--- config.mk ---
export PLATFORM = sky130hd
export DESIGN_NAME = mantissa_divsqrt_iter
export DESIGN_NICKNAME = d
export VERILOG_FILES = /design/src/rtl/fp_pkg.sv /design/src/rtl/mantissa_divsqrt_iter_trial_subtract.sv /design/src/rtl/mantissa_divsqrt_iter.sv
export SDC_FILE = /design/constraint.sdc
export NUM_CORES = 1
export LEC_CHECK = 0
export CAP_MARGIN = 20
export CORE_MARGIN = 10
export CORE_UTILIZATION = 53
export CTS_CLUSTER_SIZE = 25
export DETAILED_ROUTE_END_ITERATION = 12
export PLACE_DENSITY = 0.82
export SYNTH_ARGS = -nofsm -noshare
export SYNTH_HDL_FRONTEND = slang
export SYNTH_HIERARCHICAL = 1
export SYNTH_SLANG_ARGS = --single-unit
--- constraint.sdc ---
create_clock -name clk -period 4.6 [get_ports clk]
set_input_delay 0.69 -clock clk [delete_from_list [all_inputs] [get_ports clk]]
set_output_delay 0.69 -clock clk [all_outputs]
set_load 0.01 [all_outputs]
--- src/rtl/fp_pkg.sv ---
// Shared FP divide/sqrt types.
// The op encoding is common to the mantissa and exponent stages.
package fp_pkg;

    typedef enum logic [1:0] {
        OP_DIV  = 2'b00,
        OP_SQRT = 2'b01
    } fp_op_t;

    typedef enum logic [1:0] {
        IDLE,
        ITER,
        DONE
    } divsqrt_state_t;

endpackage

--- src/rtl/mantissa_divsqrt_iter_trial_subtract.sv ---
// Restoring trial subtraction shared by divide and sqrt steps.
// Combinational only.
module trial_subtract #(
    parameter int W = 8
) (
    input  logic [W-1:0] a,
    input  logic [W-1:0] b,
    output logic         ge,
    output logic [W-1:0] diff
);

    assign ge   = (a >= b);
    assign diff = ge ? (a - b) : a;

endmodule

--- src/rtl/mantissa_divsqrt_iter.sv ---
// Radix-2 restoring mantissa divider / square-rooter.
// One result bit per cycle; feeds the exponent stage.
module mantissa_divsqrt_iter
    import fp_pkg::*;
#(
    parameter int MW = 23
) (
    input  logic            clk,
    input  logic            reset,
    input  logic            start,
    input  logic [1:0]      op,
    input  logic [MW:0]     m1,
    input  logic [MW:0]     m2,
    input  logic            odd_exp,
    output logic            busy,
    output logic            done,
    output logic [MW+2:0]   q,
    output logic            sticky,
    output logic            decrement
);

    localparam int QW = MW + 3;
    localparam int RW = QW + 3;
    localparam int XW = 2 * QW;
    localparam int CW = $clog2(QW);

    divsqrt_state_t state;
    logic [1:0]     op_q;
    logic [CW-1:0]  cnt;
    logic [RW-1:0]  r;
    logic [RW-1:0]  r_nxt;
    logic [MW:0]    d;
    logic [XW-1:0]  x;
    logic [RW-1:0]  ts_a;
    logic [RW-1:0]  ts_b;
    logic [RW-1:0]  ts_diff;
    logic           ts_ge;
    logic           is_div;
    logic           is_sqrt;

    // r doubles as divide remainder and sqrt remainder; q doubles as root.
    always_comb begin
        is_div  = (op_q == OP_DIV);
        is_sqrt = (op_q == OP_SQRT);
        ts_a    = is_div ? r : {r[RW-3:0], x[XW-1 -: 2]};
        ts_b    = is_div ? RW'(d) : RW'({q, 2'b01});
        r_nxt   = r;
        if (is_div) begin
            r_nxt = {ts_diff[RW-2:0], 1'b0};
        end else if (is_sqrt) begin
            r_nxt = ts_diff;
        end
    end

    trial_subtract #(
        .W (RW)
    ) u_ts (
        .a    (ts_a),
        .b    (ts_b),
        .ge   (ts_ge),
        .diff (ts_diff)
    );

    always_ff @(posedge clk) begin
        if (reset) begin
            state     <= IDLE;
            op_q      <= '0;
            cnt       <= '0;
            r         <= '0;
            d         <= '0;
            x         <= '0;
            q         <= '0;
            sticky    <= 1'b0;
            decrement <= 1'b0;
            busy      <= 1'b0;
            done      <= 1'b0;
        end else begin
            case (state)
                IDLE: begin
                    if (start) begin
                        op_q      <= op;
                        cnt       <= CW'(QW - 1);
                        q         <= '0;
                        sticky    <= 1'b0;
                        busy      <= 1'b1;
                        d         <= m2;
                        state     <= ITER;
                        unique case (1'b1)
                            (op == OP_DIV): begin
                                decrement <= (m1 < m2);
                                r <= (m1 < m2) ? RW'({m1, 1'b0})
                                               : RW'(m1);
                                x <= '0;
                            end
                            (op == OP_SQRT): begin
                                decrement <= 1'b0;
                                r <= '0;
                                // radicand has two integer bits
                                x <= odd_exp
                                    ? {m1, 1'b0, {(XW-MW-2){1'b0}}}
                                    : {1'b0, m1, {(XW-MW-2){1'b0}}};
                            end
                            default: begin
                                decrement <= 1'b0;
                                r <= '0;
                                x <= '0;
                            end
                        endcase
                    end
                end
                ITER: begin
                    r <= r_nxt;
                    x <= {x[XW-3:0], 2'b00};
                    if (is_div || is_sqrt) begin
                        q <= {q[QW-2:0], ts_ge};
                    end
                    if (cnt == '0) begin
                        sticky <= |r_nxt;
                        done   <= 1'b1;
                        state  <= DONE;
                    end else begin
                        cnt <= cnt - 1'b1;
                    end
                end
                DONE: begin
                    done  <= 1'b0;
                    busy  <= 1'b0;
                    state <= IDLE;
                end
                default: begin
                    state <= IDLE;
                end
            endcase
        end
    end

endmodule

# Word level (Yosys, flattened, before mapping)
# Cells that the tools add are included.
[totals]
reg_bits = 144
out_inout_bits = 30
word_cells = 70
[op_classes]
n_addsub = 2
order_cmp = 2
eq_ne = 8
muxes = 30
n_reduce_logical = 17
[op_table]
columns = ["operator", "count"]
rows = [
  ["2-to-1 mux 52 bit", 3],
  ["2-to-1 mux 29 bit", 5],
  ["one-hot mux 52 bit (2 select lines)", 1],
  ["one-hot mux 29 bit (2 select lines)", 1],
  ["2-to-1 mux 26 bit", 2],
  ["one-hot mux 26 bit (2 select lines)", 1],
  ["2-to-1 mux 25 bit", 2],
  [">= comparator 29 x 28 -> 1 bit", 1],
  ["OR reduction 29 bit", 1],
  ["subtractor 29 x 28 -> 29 bit", 1],
  ["2-to-1 mux 28 bit", 1],
  ["less-than comparator 24 bit", 1],
  ["2-to-1 mux 5 bit", 2],
  ["one-hot mux 5 bit (2 select lines)", 1],
  ["AND reduction 2 bit", 5],
  ["AND reduction 3 bit", 3],
  ["inequality test 2 bit (second input constant)", 4],
  ["== test 2 x 1 -> 1 bit (second input constant)", 3],
  ["zero test 2 bit", 3],
  ["one-hot mux 1 bit (2 select lines)", 3],
  ["nonzero test 2 bit", 3],
  ["zero test 5 bit", 1],
  ["2-to-1 mux 1 bit", 5],
  ["subtractor 5 x 1 -> 5 bit (second input constant)", 1],
  ["other kinds (4)", 5],
]

# Logic depth before layout (Yosys ltp)
[depth]
ltp_word = 9
mapped_depth = 26

# Hierarchy
# Netlist, hierarchy kept.
[by_module_without_submodules]
columns = ["module", "instances", "cells_each", "area_per_inst_um2"]
rows = [
  ["mantissa_divsqrt_iter", 1, 861, 7113.1],
  ["trial_subtract", 1, 291, 2070.7],
]

# Worst setup path before layout
# Ideal clock, no wire load.
[synth_timing]
kind = "register to register"
startpoint = "register op_q[0]"
endpoint = "register sticky"
arrival_ns = 4.653
required_time_ns = 4.481
setup_slack_ns = -0.172
stages_incl_launch_ff = 26
period_less_slack_ns = 4.772
path_cell_list = "dfxtp_1 -> clkbuf_1 -> buf_2 -> nor2_1 -> buf_2 -> buf_2 -> mux2_1 -> inv_1 -> ha_1 -> clkbuf_1 -> a21o_1 -> a31oi_1 -> nor3b_1 -> nand2_1 -> a21oi_1 -> o21ai_1 -> a31oi_1 -> buf_2 -> buf_4 -> mux2_1 -> mux2i_1 -> o21ai_0 -> nor4_1 -> nand4_1 -> o21ai_1 -> o21ai_1"
[synth_between]
elab_chain_cells = 9
[synth_lines]
columns = ["element", "line", "source"]
rows = [
  ["start, declared", "mantissa_divsqrt_iter.sv:28", "logic [1:0] op_q;"],
  ["start signal, assigned", "mantissa_divsqrt_iter.sv:81", "op_q <= op;"],
  ["zero test 2 bit *", "mantissa_divsqrt_iter.sv:43", "is_div = (op_q == OP_DIV);"],
  ["2-to-1 mux 28 bit *", "mantissa_divsqrt_iter.sv:46", "ts_b = is_div ? RW'(d) : RW'({q, 2'b01});"],
  ["net ts_b[12]", "mantissa_divsqrt_iter.sv:35", "logic [RW-1:0] ts_b;"],
  ["subtractor 29 x 28 -> 29 bit / >= comparator 29 x 28 -> 1 bit (equally long branches)", "mantissa_divsqrt_iter_trial_subtract.sv:13, mantissa_divsqrt_iter_trial_subtract.sv:12", ""],
  ["2-to-1 mux 29 bit *", "mantissa_divsqrt_iter_trial_subtract.sv:13", "assign diff = ge ? (a - b) : a;"],
  ["net ts_diff[24]", "mantissa_divsqrt_iter.sv:36", "logic [RW-1:0] ts_diff;"],
  ["2-to-1 mux 29 bit", "mantissa_divsqrt_iter.sv:50", "end else if (is_sqrt) begin"],
  ["2-to-1 mux 29 bit *", "mantissa_divsqrt_iter.sv:48", "if (is_div) begin"],
  ["OR reduction 29 bit *", "mantissa_divsqrt_iter.sv:118", "sticky <= |r_nxt;"],
  ["2-to-1 mux 1 bit *", "mantissa_divsqrt_iter.sv:117", "if (cnt == '0) begin"],
  ["one-hot mux 1 bit (2 select lines) *", "mantissa_divsqrt_iter.sv:78", "case (state)"],
  ["end signal, assigned", "mantissa_divsqrt_iter.sv:118", ""],
  ["end, declared", "mantissa_divsqrt_iter.sv:18", "output logic sticky,"],
]
# Mark *: on every way through the listed nets, which the timed path passes. The rest lies on a longest branch. The select of a mux whose other input is x is not followed.
# A chain may end at the register's enable or synchronous reset.

# Final worst setup path
[layout_timing]
startpoint = "register op_q[1]"
endpoint = "register sticky"
[layout_between]
elab_chain_cells = 9
[layout_lines]
columns = ["element", "line", "source"]
rows = [
  ["zero test 2 bit *", "mantissa_divsqrt_iter.sv:43", ""],
  ["2-to-1 mux 29 bit *", "mantissa_divsqrt_iter.sv:45", "ts_a = is_div ? r : {r[RW-3:0], x[XW-1 -: 2]};"],
  ["net ts_a[17]", "mantissa_divsqrt_iter.sv:34", "logic [RW-1:0] ts_a;"],
  ["subtractor 29 x 28 -> 29 bit / >= comparator 29 x 28 -> 1 bit (equally long branches)", "mantissa_divsqrt_iter_trial_subtract.sv:13, mantissa_divsqrt_iter_trial_subtract.sv:12", ""],
  ["2-to-1 mux 29 bit *", "mantissa_divsqrt_iter_trial_subtract.sv:13", ""],
  ["net ts_diff[17]", "mantissa_divsqrt_iter.sv:36", ""],
  ["2-to-1 mux 29 bit", "mantissa_divsqrt_iter.sv:50", ""],
  ["2-to-1 mux 29 bit *", "mantissa_divsqrt_iter.sv:48", ""],
  ["OR reduction 29 bit *", "mantissa_divsqrt_iter.sv:118", ""],
  ["2-to-1 mux 1 bit *", "mantissa_divsqrt_iter.sv:117", ""],
  ["one-hot mux 1 bit (2 select lines) *", "mantissa_divsqrt_iter.sv:78", ""],
]
# Marks and branches as above.

==> flow_metrics.py <==
metrics = {
    "sta": {
        "rsz0062_at_grt": "yes",
        "final_hold_viol_count": 0,
        "timing.final.crit_share_pct": 99.2,
        "relSlewSlack_pct": 24.0,
        "finalCriticalPeriod_ns": 4.56,
        "tightest_slew_ns": 1.14,
        "setup_viol": 0,
        "fin_ws_ns": 0.0384,
        "whs_ns": 0.457,
        "clock.fmax_mhz": 219,
        "finalSetupTns_ns": 0,
        "clock_skew_ns": 0.0122,
        "drv_slew": 0,
    },
    "setup_path": {
        "startpoint_type": "flip-flop",
        "crit_chain": "nor2_4 -> buf_6 -> buf_12 -> buf_4 -> mux2_1 -> ha_1 -> buf_4 -> nand4_1 -> nor4_2 -> buf_4 -> nand2_1 -> o21ai_1 -> a31oi_4 -> buf_12 -> buf_6 -> mux2_1 -> mux2i_1 -> o21ai_1 -> nor4_1 -> nand4_1 -> o21ai_1 -> o21ai_1",
        "worstPathMaxFanout": 16,
        "crit_slowest_cell": "mux2_1",
        "cp_data_required_time_ns": 4.91,
        "slowest_delay_ns": 0.36,
        "crit_top_cell": "o21ai_1",
        "arrival_ns": 4.87,
        "cp_top_family": "simple AND/OR/NAND/NOR gates",
        "crit_buf_inv": 7,
        "crit_path_end_kind": "flip-flop",
        "worstSetupPathType": "reg2reg",
    },
    "floorplanning": {
        "dieArea_um2": 23000,
        "coreArea_um2": 17100,
        "initial_core_util_pct": 53.7,
        "dieHeight_um": 152,
        "io_pins": 84,
        "num_rows": 48,
        "dieWidth_um": 152,
    },
    "final_layout": {
        "final_cell_mix": "120 x nor2_1, 115 x dfxtp_1, 112 x nand2_1",
        "fin_area_um2": 11500,
        "finalNetCount": 1355,
        "drive_gt1_share_pct": 18.0,
        "fin_util_pct": 67.0,
        "area_growth_pct": 24.8,
        "final_common_cell": "nor2_1",
    },
    "routing": {
        "drt_pass1_iterations": 7,
        "wl_per_cell_um": 21.1,
        "first_iter_violations": 1127,
        "num_vias": 9598,
        "avgViaCountPerCell": 6.46,
        "ant_nets": 0,
        "drt_wl_total_um": 31300,
        "drc_errors": 0,
    },
    "logic_synthesis": {
        "async_reset_ff_share_pct": 0,
        "synth-warning-count": 6,
        "synth_xor_xnor_area_share_pct": 2.67,
        "ys_seq_elements": 117,
        "synthesis.nets": 1261,
        "synth_area_um2": 9180,
        "yosys.area.top_type_share_pct": 25.5,
        "netlist_top_cells_area": "dfxtp_1 26%, ha_1 7.4%, mux2_1 7.2%",
        "synth_seq_area_share_pct": 25.5,
        "synth_top_family_by_area": "compound AO/OA/AOI/OAI gates",
        "yosys.area_share.adder_pct": 7.57,
        "synth_compound_area_share_pct": 24.4,
        "syn_inst": 1152,
        "synth_area_leader_cell": "dfxtp_1",
        "synth.avg_cell_area_um2": 7.97,
        "synthFlopType": "dfxtp_1",
        "synth_edf_count": 0,
        "synth-simple-area-share_pct": 17.5,
        "synth.area.mux_share_pct": 15.5,
        "yosysUniqueCellTypes": 67,
    },
    "grt": {
        "grt_max_degree": 89,
        "grt_usage_pct": 26.0,
        "grt_overflow_total": 0,
        "antenna_found_initial": 1,
        "grt_pass1_wl_um": 47600,
        "grt_pass1_vias": 8998,
    },
    "cts": {
        "clock_sinks": 117,
        "clk_latency_ns": 0.43,
        "ctsHtreeMaxLevel": 4,
        "cts_max_path_buffers": 2,
        "path_clk_slew_ns": 0.05,
        "cts_tree": "built",
        "cts_made_buffers": 17,
        "clock-root-buffer": "clkbuf_16",
    },
    "placement": {
        "io_buffers": 83,
        "gp_congestion": 1.02,
        "hpwl_um": 22200,
        "place_area_um2": 10400,
        "pre_cts_ws_ns": -0.00238,
    },
    "min_path": {
        "hold_path_class": "reg2reg",
    },
    "run_status": {
        "status": "finished clean",
    },
    "pwr": {
        "cellLeakagePower_nw": 4.63,
        "peakVddDrop_mv": 0.393,
        "power_density_nw_per_um2": 460,
    },
    "run": {
        "maxCapViolCount": 0,
    },
}
==> through the flow <==
step                cells  power, mW
floorplan            1152       2.79
global placement     1433       3.50
detailed placement   1433       3.53
CTS                  1465       4.95
global route         1484       5.50
finish               1485       5.27
==> timing repair <==
| item | in CTS | in global routing |
|---|---|---|
| hold buffers | 0 | 0 |
| setup endpoints to repair | 1 | 12 |
| gates resized for setup | 4 | 51 |
| pin swaps | 1 | 28 |
| setup buffers | 0 | 17 |
| cloned | 0 | 2 |
==> flip-flops by register name, indices dropped and copies added, names as in the netlist <==
register,count
r,29
q,26
x,25
d,24
cnt,5
op_q,2
state,2
busy,1
decrement,1
done,1
sticky,1
==> Yosys cell counts, drive strengths merged, types with 23 or more instances <==
| master | count |
|---|---|
| nand2 | 114 |
| inv | 68 |
| o211ai | 23 |
| nor2 | 124 |
| buf | 29 |
| mux2 | 99 |
| a21o | 26 |
| o21ai | 56 |
| a21oi | 98 |
| clkbuf | 55 |
| mux2i | 31 |
| dfxtp | 117 |
| ha | 54 |
| nand3 | 32 |
| a22oi | 31 |
==> final timing paths <==
check,startpoint,endpoint,slack (ns),cells past startpoint
worst max-delay path,op_q[1]$_SDFFE_PP0P_,sticky$_SDFFE_PP0P_,0.04,22
worst min-delay path,d[15]$_SDFFE_PP0P_,d[15]$_SDFFE_PP0P_,0.46,2
worst max register to register,op_q[1]$_SDFFE_PP0P_,sticky$_SDFFE_PP0P_,0.04,22
worst min register to register,d[15]$_SDFFE_PP0P_,d[15]$_SDFFE_PP0P_,0.46,2
==> cells by family after synthesis <==
kind of cell    after synthesis
flops                       117
compound gates              314
other cells                   1
simple gates                355
xor+xnor                     28
buf+inv                     152
mux                         130
fa+ha+maj                    55
==> worst register-to-register path: stages (launching register included) <==
cell and delay (ns):
dfxtp_2 0.33, nor2_4 0.14, buf_6 0.13, buf_12 0.15
buf_4 0.14, mux2_1 0.36, ha_1 0.32, buf_4 0.15
nand4_1 0.23, nor4_2 0.23, buf_4 0.16, nand2_1 0.05
o21ai_1 0.31, a31oi_4 0.09, buf_12 0.18, buf_6 0.15
mux2_1 0.35, mux2i_1 0.14, o21ai_1 0.13, nor4_1 0.31
nand4_1 0.14, o21ai_1 0.17, o21ai_1 0.08
==> layer usage <==
metal	GRT usage, %	routed length (µm)
met5	0	0
met4	12.7	1600
met3	5.26	2620
met2	42.2	14500
met1	32.3	12600
==> report_power, final <==
part	total, mW	switching (mW)	internal (mW)	leakage, nW
combinational	2.71	1.51	1.20	3.39
sequential	1.17	0.0820	1.09	0.956
clock	1.39	0.512	0.881	0.282
==> final cells by class <==
| type | count | area, µm² |
|---|---|---|
| inverter | 68 | 255 |
| sequential | 117 | 2340 |
| antenna | 1 | 2.50 |
| clock inverter | 11 | 150 |
| fill | 1331 | 5650 |
| multi-input combinational | 883 | 6500 |
| clock buffer | 21 | 460 |
| tap | 225 | 282 |
| timing repair buffer | 159 | 1470 |
Power figures use the tool's default switching activity.
